<file path="src/rtl/comp_fp32_pkg.sv">
// comp_fp_pkg: shared binary32 field layout, operand classification and
// comparator flag types for the comp_fp32 slice.
// Build option: COMP_FP_DENORM_FLUSH_EN (consumed by fp_classify).
package comp_fp_pkg;

  localparam int FP_EXP_W = 8;
  localparam int FP_MAN_W = 23;
  localparam logic [FP_EXP_W-1:0] FP_EXP_MAX = 8'hFF;
  localparam int FP_KEY_W = FP_EXP_W + FP_MAN_W;

  typedef struct packed {
    logic                sign;
    logic [FP_EXP_W-1:0] exp;
    logic [FP_MAN_W-1:0] man;
  } fp32_t;

  typedef struct packed {
    logic is_nan;
    logic is_inf;
    logic is_zero;
    logic is_denorm;
  } fp_class_t;

  typedef struct packed {
    logic ageb;
    logic agb;
    logic aeb;
    logic aleb;
    logic alb;
    logic aneb;
    logic unordered;
  } cmp_flags_t;

  // Expand the one-hot ordered result into the full relational flag set.
  // An unordered pair leaves every relation false except "not equal".
  function automatic cmp_flags_t derive_flags(input logic gt, input logic eq,
                                              input logic lt, input logic unord);
    cmp_flags_t f;
    f.unordered = unord;
    f.agb       = gt & ~unord;
    f.aeb       = eq & ~unord;
    f.alb       = lt & ~unord;
    f.ageb      = f.agb | f.aeb;
    f.aleb      = f.alb | f.aeb;
    f.aneb      = ~f.aeb;
    return f;
  endfunction

endpackage

</file>
<file path="src/rtl/comp_fp32_if.sv">
// comp_fp32_if: operand and result bundle of the binary32 comparator.
// master drives the operands, slave (the comparator) drives the flags.
interface comp_fp32_if;

  logic [31:0] dataa;
  logic [31:0] datab;
  logic        ageb;
  logic        agb;
  logic        aeb;
  logic        aleb;
  logic        alb;
  logic        aneb;
  logic        unordered;

  modport master (
    output dataa, datab,
    input  ageb, agb, aeb, aleb, alb, aneb, unordered
  );

  modport slave (
    input  dataa, datab,
    output ageb, agb, aeb, aleb, alb, aneb, unordered
  );

endinterface

</file>
<file path="src/rtl/comp_fp32_fp_classify.sv">
// fp_classify: combinational binary32 operand classifier.
// With COMP_FP_DENORM_FLUSH_EN defined every exponent-0 operand is
// reported as a (signed) zero and no operand is ever reported as denormal.
module fp_classify
  import comp_fp_pkg::*;
(
  input  fp32_t     op_i,
  output fp_class_t cls_o
);

  logic exp_max;
  logic exp_zero;
  logic man_zero;

  // Decode the exponent/mantissa extremes and derive the operand class.
  always_comb begin
    exp_max  = (op_i.exp == FP_EXP_MAX);
    exp_zero = (op_i.exp == '0);
    man_zero = (op_i.man == '0);

    cls_o.is_nan = exp_max & ~man_zero;
    cls_o.is_inf = exp_max & man_zero;
`ifdef COMP_FP_DENORM_FLUSH_EN
    cls_o.is_zero   = exp_zero;
    cls_o.is_denorm = 1'b0;
`else
    cls_o.is_zero   = exp_zero & man_zero;
    cls_o.is_denorm = exp_zero & ~man_zero;
`endif
  end

endmodule

</file>
<file path="src/rtl/comp_fp32.sv">
// comp_fp32: pipelined IEEE-754 binary32 comparator (A vs B).
// LATENCY (1..3) register stages; stage 1 holds the full comparison result,
// later stages are plain delay registers. Every pipeline register is
// asynchronously cleared by rst_i, so all flags read 0 during reset.
// Build option: COMP_FP_DENORM_FLUSH_EN flushes exponent-0 operands to zero.
module comp_fp32
  import comp_fp_pkg::*;
#(
  parameter int LATENCY = 1
) (
  input  logic        clk_i,
  input  logic        rst_i,
  comp_fp32_if.slave  cmp_if
);

  fp32_t     op_a;
  fp32_t     op_b;
  fp_class_t cls_a;
  fp_class_t cls_b;

  assign op_a = fp32_t'(cmp_if.dataa);
  assign op_b = fp32_t'(cmp_if.datab);

  fp_classify u_cls_a (
    .op_i  (op_a),
    .cls_o (cls_a)
  );

  fp_classify u_cls_b (
    .op_i  (op_b),
    .cls_o (cls_b)
  );

  logic [FP_KEY_W-1:0] key_a;
  logic [FP_KEY_W-1:0] key_b;
  logic                unord;
  logic                gt;
  logic                eq;
  logic                lt;
  cmp_flags_t          cmp_flags;

  // Order the operands: NaN first, then the zero pair, then sign, then key.
  // A flushed denormal is classified as zero, so its key is forced to 0.
  always_comb begin
    key_a = cls_a.is_zero ? '0 : {op_a.exp, op_a.man};
    key_b = cls_b.is_zero ? '0 : {op_b.exp, op_b.man};
    unord = cls_a.is_nan | cls_b.is_nan;
    gt    = 1'b0;
    eq    = 1'b0;
    lt    = 1'b0;

    if (unord) begin
      gt = 1'b0;
    end else if (cls_a.is_zero && cls_b.is_zero) begin
      eq = 1'b1;
    end else if (op_a.sign != op_b.sign) begin
      gt = ~op_a.sign;
      lt = op_a.sign;
    end else if (!op_a.sign) begin
      gt = (key_a > key_b);
      eq = (key_a == key_b);
      lt = (key_a < key_b);
    end else begin
      gt = (key_a < key_b);
      eq = (key_a == key_b);
      lt = (key_a > key_b);
    end

    cmp_flags = derive_flags(gt, eq, lt, unord);
  end

  for (genvar s = 0; s < LATENCY; s++) begin : g_pipe
    cmp_flags_t flags_d;
    cmp_flags_t flags_q;

    if (s == 0) begin : g_first
      // Stage 1 captures the freshly computed comparison result.
      always_comb flags_d = cmp_flags;
    end else begin : g_delay
      // Later stages only delay the previous stage's result.
      always_comb flags_d = g_pipe[s-1].flags_q;
    end

    // Stage register, cleared asynchronously so in-flight results are dropped.
    always_ff @(posedge clk_i or posedge rst_i) begin
      if (rst_i) flags_q <= '0;
      else       flags_q <= flags_d;
    end
  end

  cmp_flags_t flags_out;
  assign flags_out = g_pipe[LATENCY-1].flags_q;

  assign cmp_if.ageb      = flags_out.ageb;
  assign cmp_if.agb       = flags_out.agb;
  assign cmp_if.aeb       = flags_out.aeb;
  assign cmp_if.aleb      = flags_out.aleb;
  assign cmp_if.alb       = flags_out.alb;
  assign cmp_if.aneb      = flags_out.aneb;
  assign cmp_if.unordered = flags_out.unordered;

endmodule

</file>
<file path="src/flat_wrapper.sv">
// flat-port wrapper written by rule: the top's interface ports become plain ports
module comp_fp32_flat import comp_fp_pkg::*;
#(
  parameter int LATENCY = 1
)
  (clk_i, rst_i, cmp_if_dataa, cmp_if_datab, cmp_if_ageb, cmp_if_agb, cmp_if_aeb, cmp_if_aleb, cmp_if_alb, cmp_if_aneb, cmp_if_unordered);
  comp_fp32_if cmp_if_i ();
  input  logic clk_i;
  input  logic rst_i;
  input wire logic [$bits(cmp_if_i.dataa)-1:0] cmp_if_dataa;
  input wire logic [$bits(cmp_if_i.datab)-1:0] cmp_if_datab;
  output wire logic [$bits(cmp_if_i.ageb)-1:0] cmp_if_ageb;
  output wire logic [$bits(cmp_if_i.agb)-1:0] cmp_if_agb;
  output wire logic [$bits(cmp_if_i.aeb)-1:0] cmp_if_aeb;
  output wire logic [$bits(cmp_if_i.aleb)-1:0] cmp_if_aleb;
  output wire logic [$bits(cmp_if_i.alb)-1:0] cmp_if_alb;
  output wire logic [$bits(cmp_if_i.aneb)-1:0] cmp_if_aneb;
  output wire logic [$bits(cmp_if_i.unordered)-1:0] cmp_if_unordered;
  assign cmp_if_i.dataa = cmp_if_dataa;
  assign cmp_if_i.datab = cmp_if_datab;
  assign cmp_if_ageb = cmp_if_i.ageb;
  assign cmp_if_agb = cmp_if_i.agb;
  assign cmp_if_aeb = cmp_if_i.aeb;
  assign cmp_if_aleb = cmp_if_i.aleb;
  assign cmp_if_alb = cmp_if_i.alb;
  assign cmp_if_aneb = cmp_if_i.aneb;
  assign cmp_if_unordered = cmp_if_i.unordered;
  comp_fp32 #(.LATENCY(LATENCY)) u_core (.clk_i(clk_i), .rst_i(rst_i), .cmp_if(cmp_if_i));
endmodule
</file>
<file path="config.mk">
export PLATFORM = sky130hd
export DESIGN_NAME = comp_fp32_flat
export DESIGN_NICKNAME = d
export VERILOG_FILES = /design/src/rtl/comp_fp32_pkg.sv /design/src/rtl/comp_fp32_if.sv /design/src/rtl/comp_fp32_fp_classify.sv /design/src/rtl/comp_fp32.sv /design/src/flat_wrapper.sv
export SDC_FILE = /design/constraint.sdc
export NUM_CORES = 1
export LEC_CHECK = 0
export CORE_ASPECT_RATIO = 1.5
export CORE_MARGIN = 10
export CORE_UTILIZATION = 43
export CTS_CLUSTER_DIAMETER = 30
export DETAILED_ROUTE_END_ITERATION = 16
export GPL_TIMING_DRIVEN = 0
export PLACE_DENSITY = 0.87
export SETUP_SLACK_MARGIN = 0.1
export SYNTH_ARGS = -nofsm -noshare
export SYNTH_HDL_FRONTEND = slang
export SYNTH_HIERARCHICAL = 1
export SYNTH_SLANG_ARGS = --single-unit
</file>
<file path="constraint.sdc">
create_clock -name clk_i -period 0.8 [get_ports clk_i]
set_clock_uncertainty 0.1 [all_clocks]
set_input_delay 0.16 -clock clk_i [delete_from_list [all_inputs] [get_ports clk_i]]
set_output_delay 0.16 -clock clk_i [all_outputs]
set_load 0.01 [all_outputs]
</file>
==> results.cfg <==
[setup_path]
crit_required_ns = 0.80
timing.critical_path.cells = dlygate4sd2_1, nor4_2, nand2_1, nor3_4, buf_6, clkbuf_8, nand2b_1, ha_1, nand4_1, nor3_1, a22oi_2, a22oi_2, a311oi_2, o21ai_1
critical_path.max_fanout = 5
timing.critical_path.from_type = primary input
slowest_stage = sky130_fd_sc_hd__nor4_2
critical_path_class = primary input to flop
endpoint_kind = flop
crit_path_from = cmp_if_datab[11]
timing.critical_path.arrival_ns = 2.98
worst_path_largest_cell_delay_ns = 0.33
worst_path_most_repeated_cell = sky130_fd_sc_hd__a22oi_2

[place]
io_buffers = 72
placed_cell_area_um2 = 2580
gpl.final_weighted_congestion = 0.911
place.detailed.hpwl_mm = 5.00

[grt]
global_route.usage.met3_pct = 5.36
grt_pass1_wl_mm = 12.1
via_count_of_the_first_global_routing_pass = 2442
grt_util_met2_pct = 40.3
global_route.peak_usage_layer = met2
groute.usage.overall_pct = 21.9
met1_usage_pct = 20.0
grt_antenna_before_repair = 0
grt_remaining_overflow = 0
pin_count_of_the_biggest_net_entering_global_routing = 11

[layout]
antennaDiodeCount = 0
nets = 418
footprint_of_the_flip_flops_and_latches_um2 = 175
final_layout_size_suffix_gt1_share_pct = 37.8
final_area_um2 = 3000
synthToLayoutAreaGrowth_pct = 80.5
n_fill_cell = 213
final_cell_utilization_of_the_core_pct = 80.8
multi_input_comb_area_um2 = 1810

[timing]
final.setup.worst_slack_ns = -2.17
unrepaired_setup_endpoints_after_global_routing = true
finalCriticalPeriod_ns = 2.97
slew_at_the_pin_closest_to_its_max_slew_limit_ns = 0.409
fin_crit_sh_pct = 372
final_setup_viols = 14
fmax_ghz = 0.336
report.final.hold_viol_count = 0
maxSlewViolCount = 0
max_slew_margin_pct = 72.6

[detailed_routing]
drt_pass1_iterations = 6
finalWirelength_mm = 7.91
post_drt_wl_per_cell_um = 21.8
drt.antenna.violating_nets = 0
drt_iter0_drc = 187
avgViaCountPerCell = 6.18
via_count = 2245
drc = 0

[run]
maxCapViolations = 0

[clock_network]
cts_sinks = 7
ctsLongestPathBuffers = 2
root_buffer = sky130_fd_sc_hd__clkbuf_8
clkTransAtPathRegs_ns = 0.04
tritoncts_clock_tree = done
numCtsBuffers = 3
htree_num_levels = 1

[min_path]
worstHoldPathType = primary input to async pin

[yosys]
syn-num-nets = 314
ys_warn_count = 6
synthesis.instances = 217
post_synth_design_cell_area_um2 = 1660
syn_area_per_cell_um2 = 7.66

[pwr]
ir_drop_mv = 0.860
power.density_cell_area_nw_per_um2 = 710
power_leakage_uw = 0.00134

[floorplanning]
die_height_um = 96.2
initial_core_util_pct = 44.7
design.portCount = 73
core-area_um2 = 3720
die_w_um = 70.8
design.die.area_um2 = 6810
placementRows = 27

[run_status]
failing_checks = setup timing
run_status = finished, violations left
-- cell usage in the layout (no fill, tap or decap), types with 3 or more instances in the layout --
master / instances
sky130_fd_sc_hd__nor2b_1: 29
sky130_fd_sc_hd__ha_1: 24
sky130_fd_sc_hd__dfrtp_1: 7
sky130_fd_sc_hd__clkbuf_2: 13
sky130_fd_sc_hd__clkdlybuf4s15_2: 5
sky130_fd_sc_hd__clkdlybuf4s15_1: 10
sky130_fd_sc_hd__ha_4: 7
sky130_fd_sc_hd__inv_1: 4
sky130_fd_sc_hd__buf_4: 19
sky130_fd_sc_hd__clkbuf_8: 11
sky130_fd_sc_hd__nor4_4: 12
sky130_fd_sc_hd__buf_6: 12
sky130_fd_sc_hd__dlygate4sd2_1: 20
sky130_fd_sc_hd__nand2b_4: 3
sky130_fd_sc_hd__nor4_2: 3
sky130_fd_sc_hd__nand2b_1: 29
sky130_fd_sc_hd__nand2_1: 13
sky130_fd_sc_hd__nor2_1: 8
sky130_fd_sc_hd__nand4_1: 11
sky130_fd_sc_hd__a21oi_1: 16
sky130_fd_sc_hd__a21oi_2: 3
sky130_fd_sc_hd__o21ai_1: 7
sky130_fd_sc_hd__or2_1: 3
sky130_fd_sc_hd__buf_2: 13
sky130_fd_sc_hd__clkdlybuf4s50_1: 3
-- sequential cells by signal, summed over array words and instances, names as in the netlist --
register	flops
u_core/cmp_if.aneb	1
u_core/cmp_if.agb	1
u_core/cmp_if.aeb	1
u_core/cmp_if.ageb	1
u_core/cmp_if.unordered	1
u_core/cmp_if.alb	1
u_core/cmp_if.aleb	1
-- per-stage QoR --
stage / power, uW / setup slack (ns) / setup TNS [ns] / std cells / hold slack (ns)
floorplan: 893 / -1.72 / -10.39 / 217 / -0.137
global placement: 1460 / -2.65 / -18.57 / 332 / 0.294
detailed placement: 1490 / -2.69 / -18.82 / 332 / 0.321
CTS: 2030 / -1.95 / -12.98 / 355 / 0.0746
global route: 2260 / -2.22 / -15.02 / 363 / 0.106
finish: 2130 / -2.17 / -14.49 / 363 / 0.0752
-- power breakdown --
group / internal, uW / switching, uW / leakage (uW) / total [uW]
Clock: 345 / 156 / 0.0000228 / 501
Sequential: 383 / 9.90 / 0.0000821 / 393
Combinational: 596 / 641 / 0.00123 / 1240
-- per-layer routing --
| metal | vias up | wire [um] |
|---|---|---|
| li1 | 1005 | - |
| met1 | 1021 | 2520 |
| met2 | 161 | 4120 |
| met3 | 58 | 635 |
| met4 | 0 | 633 |
| met5 | - | 0 |
-- final timing paths --
path / end / slack, ns / cells after the start
worst max-delay path: u_core/cmp_if.aleb$_DFF_PP0_ / -2.17 / 14
worst min-delay path: u_core/cmp_if.alb$_DFF_PP0_ / 0.08 / 2
max in group asynchronous: u_core/cmp_if.agb$_DFF_PP0_ / 0.32 / 2
min in group clk_i: u_core/cmp_if.unordered$_DFF_PP0_ / 0.54 / 6
-- worst max-delay path: cells and delay by family --
kind	cells	cell delay [ns]
simple gates	6	1.17
compound gates	4	0.80
buf+inv	3	0.56
fa+ha+maj	1	0.28
-- area by class of cell --
type	count	share of cell area, %
plain buffers	6	2.75
clock buffers	4	1.50
inverters	4	0.500
multi-input cells	200	60.3
flip-flops and latches	7	5.84
well taps	43	1.79
repair buffers	99	27.3
-- repair_timing --
action / CTS / global route
setup endpoints to repair: 14 / 14
pin swaps: 46 / 28
hold buffers: 0 / 0
resized for setup: 196 / 49
setup buffers: 15 / 9
cloned: 4 / 0
Note: power is estimated with default switching activity, not from simulation.
